`src/rtl/pipe_ctrl_pkg.sv`:
```
// Shared definitions for the FMRT Mini Core pipeline sequencer: data widths,
// exception codes and the exception FSM state encoding.
package pipe_ctrl_pkg;

   localparam int unsigned WORD_DATA_W = 32;
   localparam int unsigned EXP_CODE_W  = 3;

   localparam logic [EXP_CODE_W-1:0] EXP_NO_EXP     = 3'd0;
   localparam logic [EXP_CODE_W-1:0] EXP_EXT_INT    = 3'd1;
   localparam logic [EXP_CODE_W-1:0] EXP_UNDEF_INSN = 3'd2;
   localparam logic [EXP_CODE_W-1:0] EXP_OVERFLOW   = 3'd3;
   localparam logic [EXP_CODE_W-1:0] EXP_MISS_ALIGN = 3'd4;
   localparam logic [EXP_CODE_W-1:0] EXP_TRAP       = 3'd5;
   localparam logic [EXP_CODE_W-1:0] EXP_PRV_VIO    = 3'd6;
   localparam logic [EXP_CODE_W-1:0] EXP_BUS_TMO    = 3'd7;

   typedef enum logic [1:0] {
      PC_ST_RUN     = 2'd0,
      PC_ST_DRAIN   = 2'd1,
      PC_ST_HANDLER = 2'd2,
      PC_ST_HALT    = 2'd3
   } pc_st_e;

endpackage

```
`src/rtl/pipe_ctrl_wdt.sv`:
```
// Bus watchdog: counts consecutive busy cycles and pulses timeout once the
// count reaches LIMIT while still busy. Only built with PIPE_CTRL_WDT_EN.
module pipe_wdt #(
   parameter int unsigned LIMIT = 255
) (
   input  logic clk,
   input  logic reset,
   input  logic busy,
   output logic timeout
);

   localparam logic [7:0] LimitC = 8'(LIMIT);

   logic [7:0] cnt_q, cnt_d;

   assign timeout = busy && (cnt_q == LimitC);

   // Saturation is implicit: reaching LimitC while busy is the timeout, which clears.
   always_comb begin
      cnt_d = cnt_q;
      if (!busy || timeout) cnt_d = '0;
      else                  cnt_d = cnt_q + 8'd1;
   end

   always_ff @(posedge clk) begin
      if (reset) cnt_q <= '0;
      else       cnt_q <= cnt_d;
   end

endmodule

```
`src/rtl/pipe_ctrl.sv`:
```
// Pipeline sequencer: stall/flush/redirect control plus exception FSM.
// Optional bus watchdog enabled by defining PIPE_CTRL_WDT_EN.
module pipe_ctrl
   import pipe_ctrl_pkg::*;
#(
   parameter int unsigned WDT_LIMIT = 255
) (
   input  logic                   clk,
   input  logic                   reset,
   input  logic                   if_busy,
   input  logic                   ld_hazard,
   input  logic                   br_taken,
   input  logic [WORD_DATA_W-1:0] br_addr,
   input  logic                   mem_busy,
   input  logic                   mem_en,
   input  logic [EXP_CODE_W-1:0]  mem_exp_code,
   input  logic [WORD_DATA_W-1:0] mem_pc,
   input  logic                   mem_eret,
   input  logic [WORD_DATA_W-1:0] trap_vec,
   output logic                   pc_stall,
   output logic                   if_stall,
   output logic                   id_stall,
   output logic                   ex_stall,
   output logic                   mem_stall,
   output logic                   if_flush,
   output logic                   id_flush,
   output logic                   ex_flush,
   output logic                   mem_flush,
   output logic                   redirect,
   output logic [WORD_DATA_W-1:0] new_pc,
   output logic [WORD_DATA_W-1:0] epc,
   output logic [EXP_CODE_W-1:0]  exp_cause,
   output logic [1:0]             ctrl_st
);

   pc_st_e                 st_q, st_d, st_eff;
   logic [WORD_DATA_W-1:0] epc_q, epc_d;
   logic [EXP_CODE_W-1:0]  cause_q, cause_d;
   logic                   wdt_tmo;
   logic                   exc;

`ifdef PIPE_CTRL_WDT_EN
   pipe_wdt #(.LIMIT(WDT_LIMIT)) u_wdt (
      .clk     (clk),
      .reset   (reset),
      .busy    (mem_busy),
      .timeout (wdt_tmo)
   );
`else
   localparam int unsigned WDT_LIMIT_UNUSED = WDT_LIMIT;
   assign wdt_tmo = 1'b0;
`endif

   assign exc    = mem_en && (mem_exp_code != EXP_NO_EXP);
   // Outputs behave as in RUN while reset is held, whatever the stored state.
   assign st_eff = reset ? PC_ST_RUN : st_q;

   always_comb begin
      {pc_stall, if_stall, id_stall, ex_stall, mem_stall} = '0;
      {if_flush, id_flush, ex_flush, mem_flush}           = '0;
      redirect = 1'b0;
      new_pc   = '0;
      st_d     = st_q;
      epc_d    = epc_q;
      cause_d  = cause_q;
      if (st_eff == PC_ST_HALT) begin
         {pc_stall, if_stall, id_stall, ex_stall, mem_stall} = '1;
      end else if (st_eff == PC_ST_DRAIN) begin
         {if_flush, id_flush, ex_flush, mem_flush} = '1;
         st_d = PC_ST_HANDLER;
      end else if (wdt_tmo || (exc && !mem_busy)) begin
         if (st_eff == PC_ST_RUN) begin
            {if_flush, id_flush, ex_flush, mem_flush} = '1;
            redirect = 1'b1;
            new_pc   = trap_vec;
            st_d     = PC_ST_DRAIN;
            epc_d    = mem_pc;
            cause_d  = wdt_tmo ? EXP_BUS_TMO : mem_exp_code;
         end else begin
            st_d = PC_ST_HALT;
         end
      end else if (mem_busy) begin
         {pc_stall, if_stall, id_stall, ex_stall, mem_stall} = '1;
      end else if (mem_en && mem_eret && (st_eff == PC_ST_HANDLER)) begin
         {if_flush, id_flush, ex_flush, mem_flush} = '1;
         redirect = 1'b1;
         new_pc   = epc_q;
         st_d     = PC_ST_RUN;
      end else if (br_taken) begin
         {if_flush, id_flush} = '1;
         redirect = 1'b1;
         new_pc   = br_addr;
      end else if (ld_hazard) begin
         {pc_stall, if_stall, id_flush} = '1;
      end else if (if_busy) begin
         {pc_stall, if_flush} = '1;
      end
   end

   always_ff @(posedge clk) begin
      if (reset) begin
         st_q    <= PC_ST_RUN;
         epc_q   <= '0;
         cause_q <= EXP_NO_EXP;
      end else begin
         st_q    <= st_d;
         epc_q   <= epc_d;
         cause_q <= cause_d;
      end
   end

   assign epc       = epc_q;
   assign exp_cause = cause_q;
   assign ctrl_st   = st_q;

endmodule

```
`config.mk`:
```
export PLATFORM = sky130hd
export DESIGN_NAME = pipe_ctrl
export DESIGN_NICKNAME = d
export VERILOG_FILES = /design/src/rtl/pipe_ctrl_pkg.sv /design/src/rtl/pipe_ctrl_wdt.sv /design/src/rtl/pipe_ctrl.sv
export SDC_FILE = /design/constraint.sdc
export NUM_CORES = 1
export LEC_CHECK = 0
export CORE_ASPECT_RATIO = 1.25
export CORE_UTILIZATION = 31
export CTS_BUF_LIST = sky130_fd_sc_hd__clkbuf_8
export DETAILED_ROUTE_END_ITERATION = 10
export PLACE_DENSITY = 0.75
export SLEW_MARGIN = 10
export SYNTH_ARGS = -nofsm -noshare
export SYNTH_HDL_FRONTEND = slang
export SYNTH_SLANG_ARGS = --single-unit
```
`constraint.sdc`:
```
create_clock -name clk -period 1.7 [get_ports clk]
set_clock_uncertainty 0.1 [all_clocks]
set_input_delay 0.255 -clock clk [delete_from_list [all_inputs] [get_ports clk]]
set_output_delay 0.255 -clock clk [all_outputs]
set_load 0.03 [all_outputs]
```
# Word level (Yosys, flattened, before mapping)
# Index checks and enable logic that the tools add are counted.
totals:
  in_bits: 107
  ff_bits: 37
op_classes:
  bitwise: 2
  eq_ne: 4
  n_reduce_logical: 10
  n_mux: 57
op_table:
  columns: ["operator", "count"]
  rows:
  - ["two-way mux 32 bit", 7]
  - ["two-way mux 1 bit", 44]
  - ["two-way mux 2 bit", 6]
  - ["nonzero test 3 bit", 2]
  - ["equality test 2 bit (second input constant)", 2]
  - ["logical AND 1 bit", 4]
  - ["AND reduction 4 bit", 1]
  - ["inequality test 3 x 1 -> 1 bit (second input constant)", 1]
  - ["AND reduction 3 bit", 1]
  - ["equality test 2 x 1 -> 1 bit (second input constant)", 1]
  - ["zero test 2 bit", 1]
  - ["inverter 1 bit", 2]
  - ["zero test 1 bit", 1]

# Depth between registers and ports, before layout
# Gate-level depths: netlist of the first run.
logic_depth:
  ltp_word: 8
  ltp_mapped: 7

# Worst setup path before layout of the first run
# No wires, ideal clock.
synth_timing:
  kind: "register -> output"
  start: "register st_q[1], in the netlist ctrl_st[1]"
  end: "output mem_flush"
  stages_incl_launch_ff: 8
  path_slack_ns: -1.015
  t_arrival_ns: 2.360
  required_time_ns: 1.345
  cell_sequence: "dfxtp_1 > nand2b_1 > nor3_2 > buf_4 > buf_4 > nand2_1 > o21ai_0 > buf_4"
synth_between:
  elab_chain_cells: 8
synth_lines:
  columns: ["element", "line_no", "rtl"]
  rows:
  - ["from (decl)", "pipe_ctrl.sv:36", "pc_st_e st_q, st_d, st_eff;"]
  - ["from (signal assigned)", "pipe_ctrl.sv:106", "st_q <= st_d;"]
  - ["two-way mux 2 bit (*)", "pipe_ctrl.sv:56", "assign st_eff = reset ? PC_ST_RUN : st_q;"]
  - ["equality test 2 bit", "pipe_ctrl.sv:84", "end else if (mem_en && mem_eret && (st_eff == PC_ST_HANDLER)) begin"]
  - ["logical AND 1 bit", "pipe_ctrl.sv:84", null]
  - ["two-way mux 1 bit (4 in a row)", null, null]
  - ["two-way mux 1 bit (*)", null, null]
  - ["to (decl)", "pipe_ctrl.sv:28", "output logic mem_flush,"]
# Mark *: on every way between the ends. The rest lies on a longest branch, timed or not.

# Worst setup path after layout of the first run
layout_timing:
  start: "register st_q[1], in the netlist ctrl_st[1]"
  end: "output new_pc[14]"
layout_between:
  elab_chain_cells: 8
layout_lines:
  columns: ["element", "line_no", "rtl"]
  rows:
  - ["two-way mux 2 bit (*)", "pipe_ctrl.sv:56", null]
  - ["equality test 2 bit", "pipe_ctrl.sv:84", null]
  - ["logical AND 1 bit", "pipe_ctrl.sv:84", null]
  - ["two-way mux 32 bit", "pipe_ctrl.sv:84", null]
  - ["two-way mux 32 bit", "pipe_ctrl.sv:82", "end else if (mem_busy) begin"]
  - ["two-way mux 32 bit", "pipe_ctrl.sv:71", "end else if (wdt_tmo || (exc && !mem_busy)) begin"]
  - ["two-way mux 32 bit", "pipe_ctrl.sv:68", "end else if (st_eff == PC_ST_DRAIN) begin"]
  - ["two-way mux 32 bit (*)", "pipe_ctrl.sv:66", "if (st_eff == PC_ST_HALT) begin"]
  - ["to (decl)", "pipe_ctrl.sv:30", "output logic [WORD_DATA_W-1:0] new_pc,"]
# Marked as above.

==> results of run 1 <==
-- Yosys cell counts, drive strengths merged (2+ instances only) --
cell type / instances / share of area
o21ai: 40 / 0.084
dfxtp: 37 / 0.31
nand2b: 3 / 0.0079
or3: 2 / 0.0073
nor3: 4 / 0.010
buf: 19 / 0.058
clkbuf: 10 / 0.017
mux2i: 32 / 0.13
nor2: 3 / 0.0047
nor2b: 3 / 0.0079
nand2: 108 / 0.17
a21oi: 37 / 0.078
and2: 32 / 0.084
nand3: 3 / 0.0084
-- routing by layer --
metal	GRT usage	vias up	wire length [um]
li1	-	1582	-
met1	0.285	1591	4270
met2	0.523	121	6650
met3	0.0400	38	554
met4	0.104	0	455
met5	0	-	0
-- report_power, final --
group          total, mW  switching, mW  internal (mW)
Clock              0.614          0.298          0.316
Combinational       1.47          0.733          0.738
Sequential         0.959         0.0523          0.907
Total               3.04           1.08           1.96
-- critical path, stage by stage, from the launching register on --
cell,delay [ps]
dfxtp_4,380
nand2b_4,60
nor3_4,140
buf_6,150
buf_12,120
clkbuf_16,160
mux2i_4,260
o21ai_4,70
buf_6,130
-- sequential cells by signal, summed over array words and instances (netlist names) --
signal,count
ctrl_st,2
exp_cause,3
epc,32
-- area by class of cell --
cell class                      count  area, um2
Clock buffer                        6       82.6
Timing Repair Buffer              243       2610
Tap cell                           92        115
Sequential cell                    37        748
Inverter                            1       3.75
Multi-Input combinational cell    272       2560
Clock inverter                      1       3.75
Fill cell                         440       1270
-- what timing repair did --
item                       4_1_cts  5_1_grt
buffers inserted                10        3
cloned                           5        4
resized for setup              133       47
setup endpoints to repair       91       55
hold buffers                     0        0
pin swaps                       18       18
-- logic make-up after synthesis --
| family | count (synthesis) |
|---|---|
| AO/OA/AOI/OAI | 81 |
| buffers and inverters | 30 |
| flip-flops | 37 |
| multiplexers | 32 |
| AND/OR/NAND/NOR | 159 |
-- worst paths after layout --
path | from | to | cells past startpoint
setup / recovery | ctrl_st[1]$_SDFFE_PP0P_ | new_pc[14] | 8
hold / removal | mem_exp_code[2] | exp_cause[2]$_SDFFE_PP0P_ | 4
setup reg to reg | ctrl_st[1]$_SDFFE_PP0P_ | epc[13]$_SDFFE_PP0P_ | 6
hold reg to reg | exp_cause[2]$_SDFFE_PP0P_ | exp_cause[2]$_SDFFE_PP0P_ | 2
==> reports/results.tsv, run 1 <==
stage	metric	value	unit
cts	clock tree root buffer cell	clkbuf_8	
floorplanning	Die Area	8050	um2
power	Pwr Total	3.04	mW
sta	Hold Vio Cnt, Final	0	
routing	Detailed Route WL	11.9	mm
global_route	total congestion overflow	0	
cts	Longest Clk Path Bufs	2	
place	dpl cell area	5130	um2
floorplanning	core box area	7400	um2
sta	setup ws final	-415	ps
setup_path	crit start category	flip-flop	
routing	WL/cell	18.3	um
run	Max-Cap Viols	0	
place	gpl congestion	0.831	
finish	P&R area growth vs syn	157	%
place	PortBufs	185	
synthesis	EDFF count, synth	0	
routing	Pre-antenna DRT Iters	4	
routing	Final ANT Viol Nets	0	
floorplanning	Die W	80.5	um
place	dpl ws	-686	ps
floorplanning	Site Rows	35	
power	worst-case vdd ir drop	0.410	mV
cts	CTS tree	built	
synthesis	Simple-Gate Fraction of Synth Area	0.303	
synthesis	mapped cell area	2380	um2
synthesis	Post-Synthesis Cells	339	
finish	highest-count cells in the layout ignoring fill and taps	clkdlybuf4s50_1, nand2_1, buf_6	
run_status	status	finished, violations left	
routing	vias per cell	5.11	
routing	DRT iter0 DRCs	98	
synthesis	combinational family with the most area after synthesis	simple AND/OR/NAND/NOR gates	
cts	CTS clock-pin slew for the worst setup and hold paths	70	ps
global_route	vias in the first global route	3432	
sta	period utilization	1.24	
synthesis	async set or reset register ratio after synthesis	0	
synthesis	Seq cells post-synth	37	
sta	Max-slew headroom	0.743	
synthesis	mean post-synth cell area	7.03	um2
cts	Num CTS Buffers	5	
min_path	worst hold path class	in2reg	
synthesis	Most used DFF post-synth	dfxtp_1	
sta	actual slew at the worst max-slew pin	386	ps
setup_path	CP Capture Type	primary output	
floorplanning	initial core utilization	0.322	
setup_path	Crit Path Max Fanout	4	
sta	Slew Limit Fails	0	
setup_path	R2R setup slack	110	ps
setup_path	type of the worst setup path	reg2out	
power	Lkg Pwr	2.53	nW
sta	hold slack	229	ps
cts	H-tree level count	2	
sta	RSZ-0062 raised after global routing	true	
floorplanning	Chip Height	100	um
power	PD cells	497	nW/um2
global_route	largest net degree at the start of global routing	36	
sta	min Tclk post-route	2110	ps
synthesis	Compound-Gate Fraction of Synth Area	0.175	
finish	commonest non-fill, non-tap cell in the layout	clkdlybuf4s50_1	
synthesis	xor/xnor share of the synthesized area	0	
global_route	first-pass GRT wire length	16.7	mm
setup_path	Worst Path Required	1340	ps
run_status	failing checks	negative setup slack	
finish	layout cell share with drive strength beyond 1	0.402	
cts	CTS Sinks	37	
finish	fin util	0.828	
sta	fmax	473	MHz
sta	setup tns final	-14230	ps
routing	DRC Markers	0	
synthesis	Synth warnings	0	
finish	ANT cells	0	
synthesis	mux cell area share after synthesis	0.134	
global_route	Tot GR Track Use	0.270	
floorplanning	IO Count	186	
routing	Vias	3332	
synthesis	share of the yosys chip area belonging to registers	0.311	
finish	Final nets	667	
global_route	initial antenna violation count	0	
synthesis	Synth Area in Adders	0	
place	placed insts	626	
finish	design area	6130	um2
sta	Final Setup Violations	39	
place	Post-DP HPWL	7.80	mm
synthesis	Netlist cell types	28	
setup_path	Critical Path AT	1760	ps
finish	non-filler instance count after layout	652	
synthesis	Syn Nets	446	
cts	clock insertion delay at the later pin of the skew report	280	ps
Note: power is estimated with default switching activity, not from simulation.
==> run 2, diff against run 1 <==
clock period = 1.9 ns   (was 1.7 ns; I/O delays follow)
==> run 2 against run 1 <==
Compared with the run above: hold slack better by 27 ps; critical path depth decreased by 1; the run still ends with negative setup slack left; clock-buffer cell count is 1 higher; sequential power is 11% lower; flip-flop and latch count is the same; register-to-register slack improved by 40 ps; sequential share of layout area is 1.7 points higher; cell area fell by 12%.
==> reports/results.tsv, run 2 (synthesis results as in run 1) <==
stage	metric	value	unit	change
global_route	total congestion overflow	0		unchanged
setup_path	CP Capture Type	primary output		unchanged
sta	Max-slew headroom	0.771		was 0.743
place	PortBufs	185		unchanged
global_route	vias in the first global route	3436		was 3432
global_route	initial antenna violation count	0		unchanged
setup_path	slowest stage delay, CP	390	ps	was 380 ps
sta	Final Setup Violations	39		unchanged
sta	fmax	463	MHz	
floorplanning	Site Rows	35		unchanged
cts	# hold bufs at CTS	0		unchanged
power	Sw Share	0.333		was 0.356
floorplanning	core box area	7400	um2	unchanged
sta	setup ws final	-260	ps	was -415 ps
power	Comb pwr share	0.448		was 0.483
setup_path	Crit Path Max Fanout	7		was 4
finish	fin util	0.726		was 0.828
setup_path	Critical Path AT	1770	ps	was 1760 ps
power	Pint	1.76	mW	was 1.96 mW
cts	CTS Sinks	37		unchanged
sta	actual slew at the worst max-slew pin	343	ps	was 386 ps
cts	Num CTS Buffers	5		unchanged
setup_path	crit-path cells	nand2b_4 -> nor3_4 -> buf_12 -> buf_6 -> mux2i_2 -> o21ai_1 -> buf_4		was nand2b_4 -> nor3_4 -> buf_6 -> buf_12 -> clkbuf_16 -> mux2i_4 -> o21ai_4 -> buf_6
power	Lkg Pwr	2.08	nW	was 2.53 nW
finish	Fill cells	559		was 440
cts	H-tree level count	2		unchanged
cts	CTS clock-pin slew for the worst setup and hold paths	70	ps	about the same
sta	Hold Vio Cnt, Final	0		unchanged
setup_path	Worst Path Required	1510	ps	was 1340 ps
floorplanning	Chip Height	100	um	unchanged
power	Seq pwr share	0.323		was 0.315
cts	clock insertion delay at the later pin of the skew report	270	ps	was 280 ps
routing	Detailed Route WL	11.3	mm	was 11.9 mm
global_route	largest net degree at the start of global routing	22		was 36
setup_path	critical path's slowest cell	dfxtp_4		unchanged
finish	max reg flops	32		unchanged
power	PD cells	491	nW/um2	was 497 nW/um2
routing	Vias	3256		was 3332
cts	clock tree root buffer cell	clkbuf_8		unchanged
setup_path	crit start category	flip-flop		unchanged
global_route	first-pass GRT wire length	16.6	mm	was 16.7 mm
sta	Slew Limit Fails	0		unchanged
place	dpl ws	-431	ps	was -686 ps
sta	hold slack	255	ps	was 229 ps
finish	commonest non-fill, non-tap cell in the layout	clkdlybuf4s50_1		unchanged
finish	ANT cells	0		unchanged
place	Post-DP HPWL	6.59	mm	was 7.80 mm
min_path	worst hold path class	in2reg		unchanged
routing	Final ANT Viol Nets	0		unchanged
power	Clock Power Share	0.229		was 0.202
finish	layout cell share with drive strength beyond 1	0.328		was 0.402
run	Max-Cap Viols	0		unchanged
run_status	status	finished, violations left		unchanged
global_route	Tot GR Track Use	0.270		about the same
sta	period utilization	1.14		
routing	WL/cell	17.2	um	was 18.3 um
place	gpl congestion	0.842		was 0.831
setup_path	type of the worst setup path	reg2out		unchanged
power	Sw Pwr	0.879	mW	was 1.08 mW
power	worst-case vdd ir drop	0.303	mV	was 0.410 mV
routing	vias per cell	4.99		was 5.11
floorplanning	Die W	80.5	um	unchanged
cts	CTS tree	built		unchanged
finish	P&R area growth vs syn	125	%	was 157%
finish	Final nets	667		unchanged
finish	highest-count cells in the layout ignoring fill and taps	clkdlybuf4s50_1, nand2_1, buf_4		was clkdlybuf4s50_1, nand2_1, buf_6
routing	DRT iter0 DRCs	66		was 98
floorplanning	Die Area	8050	um2	unchanged
run_status	failing checks	negative setup slack		unchanged
floorplanning	IO Count	186		unchanged
routing	DRC Markers	0		unchanged
sta	min Tclk post-route	2160	ps	
cts	Longest Clk Path Bufs	2		unchanged
sta	RSZ-0062 raised after global routing	true		unchanged
floorplanning	initial core utilization	0.322		unchanged
routing	Pre-antenna DRT Iters	4		unchanged
-- run 2: layout make-up --
class	instances	area, um2	area share
well taps	92	115	0.0214
multi-input cells	272	1860	0.346
repair buffers	243	2540	0.474
inverters	1	3.75	0.000699
flip-flops and latches	37	748	0.139
clock inverters	1	5.00	0.000932
clock buffers	7	96.3	0.0179
-- run 2: power groups by stage --
stage	combinational (mW)	sequential (mW)	clock (mW)
2_1_floorplan	0.385	0.928	0
4_1_cts	1.15	0.845	0.622
3_3_place_gp	0.929	0.861	0
3_5_place_dp	0.937	0.862	0
6_report	1.18	0.851	0.605
5_1_grt	1.24	0.856	0.649
-- run 2: per-stage QoR --
step	total power, mW	TNS (ps)	instances	instance area [um2]
5_1_grt	2.75	-9880	653	5370
3_3_place_gp	1.79	-17850	617	4390
3_5_place_dp	1.80	-19350	617	4390
4_1_cts	2.62	-6910	656	5320
2_1_floorplan	1.31	-4290	339	2410
6_report	2.64	-7270	653	5370
-- run 2: per-layer routing --
metal  track usage  vias up  wire (um)
met5             0        -          0
met4        0.0728        0        250
met3        0.0627       17        870
met2         0.555      157       6050
met1         0.257     1511       4080
li1              -     1571          -
-- run 2: critical path: cells and delay by family, from the launching register on --
kind | cells | cell delay (ps)
buffers and inverters | 3 | 510
DFF | 1 | 390
and+or+nand+nor | 2 | 270
muxes | 1 | 240
AOI/OAI and AO/OA | 1 | 80
-- run 2: final timing paths --
check,start,end,slack (ps),cells after the start
min,mem_exp_code[2],exp_cause[2]$_SDFFE_PP0P_,260,4
max,ctrl_st[1]$_SDFFE_PP0P_,new_pc[5],-260,7
max reg2reg,ctrl_st[1]$_SDFFE_PP0P_,epc[24]$_SDFFE_PP0P_,150,10
min reg2reg,exp_cause[0]$_SDFFE_PP0P_,exp_cause[0]$_SDFFE_PP0P_,360,2
-- run 2: repair_timing --
action | CTS | global route
cloned | 10 | 0
setup endpoints to repair | 42 | 47
pin swaps | 21 | 10
setup buffers | 21 | 6
gates resized for setup | 113 | 41
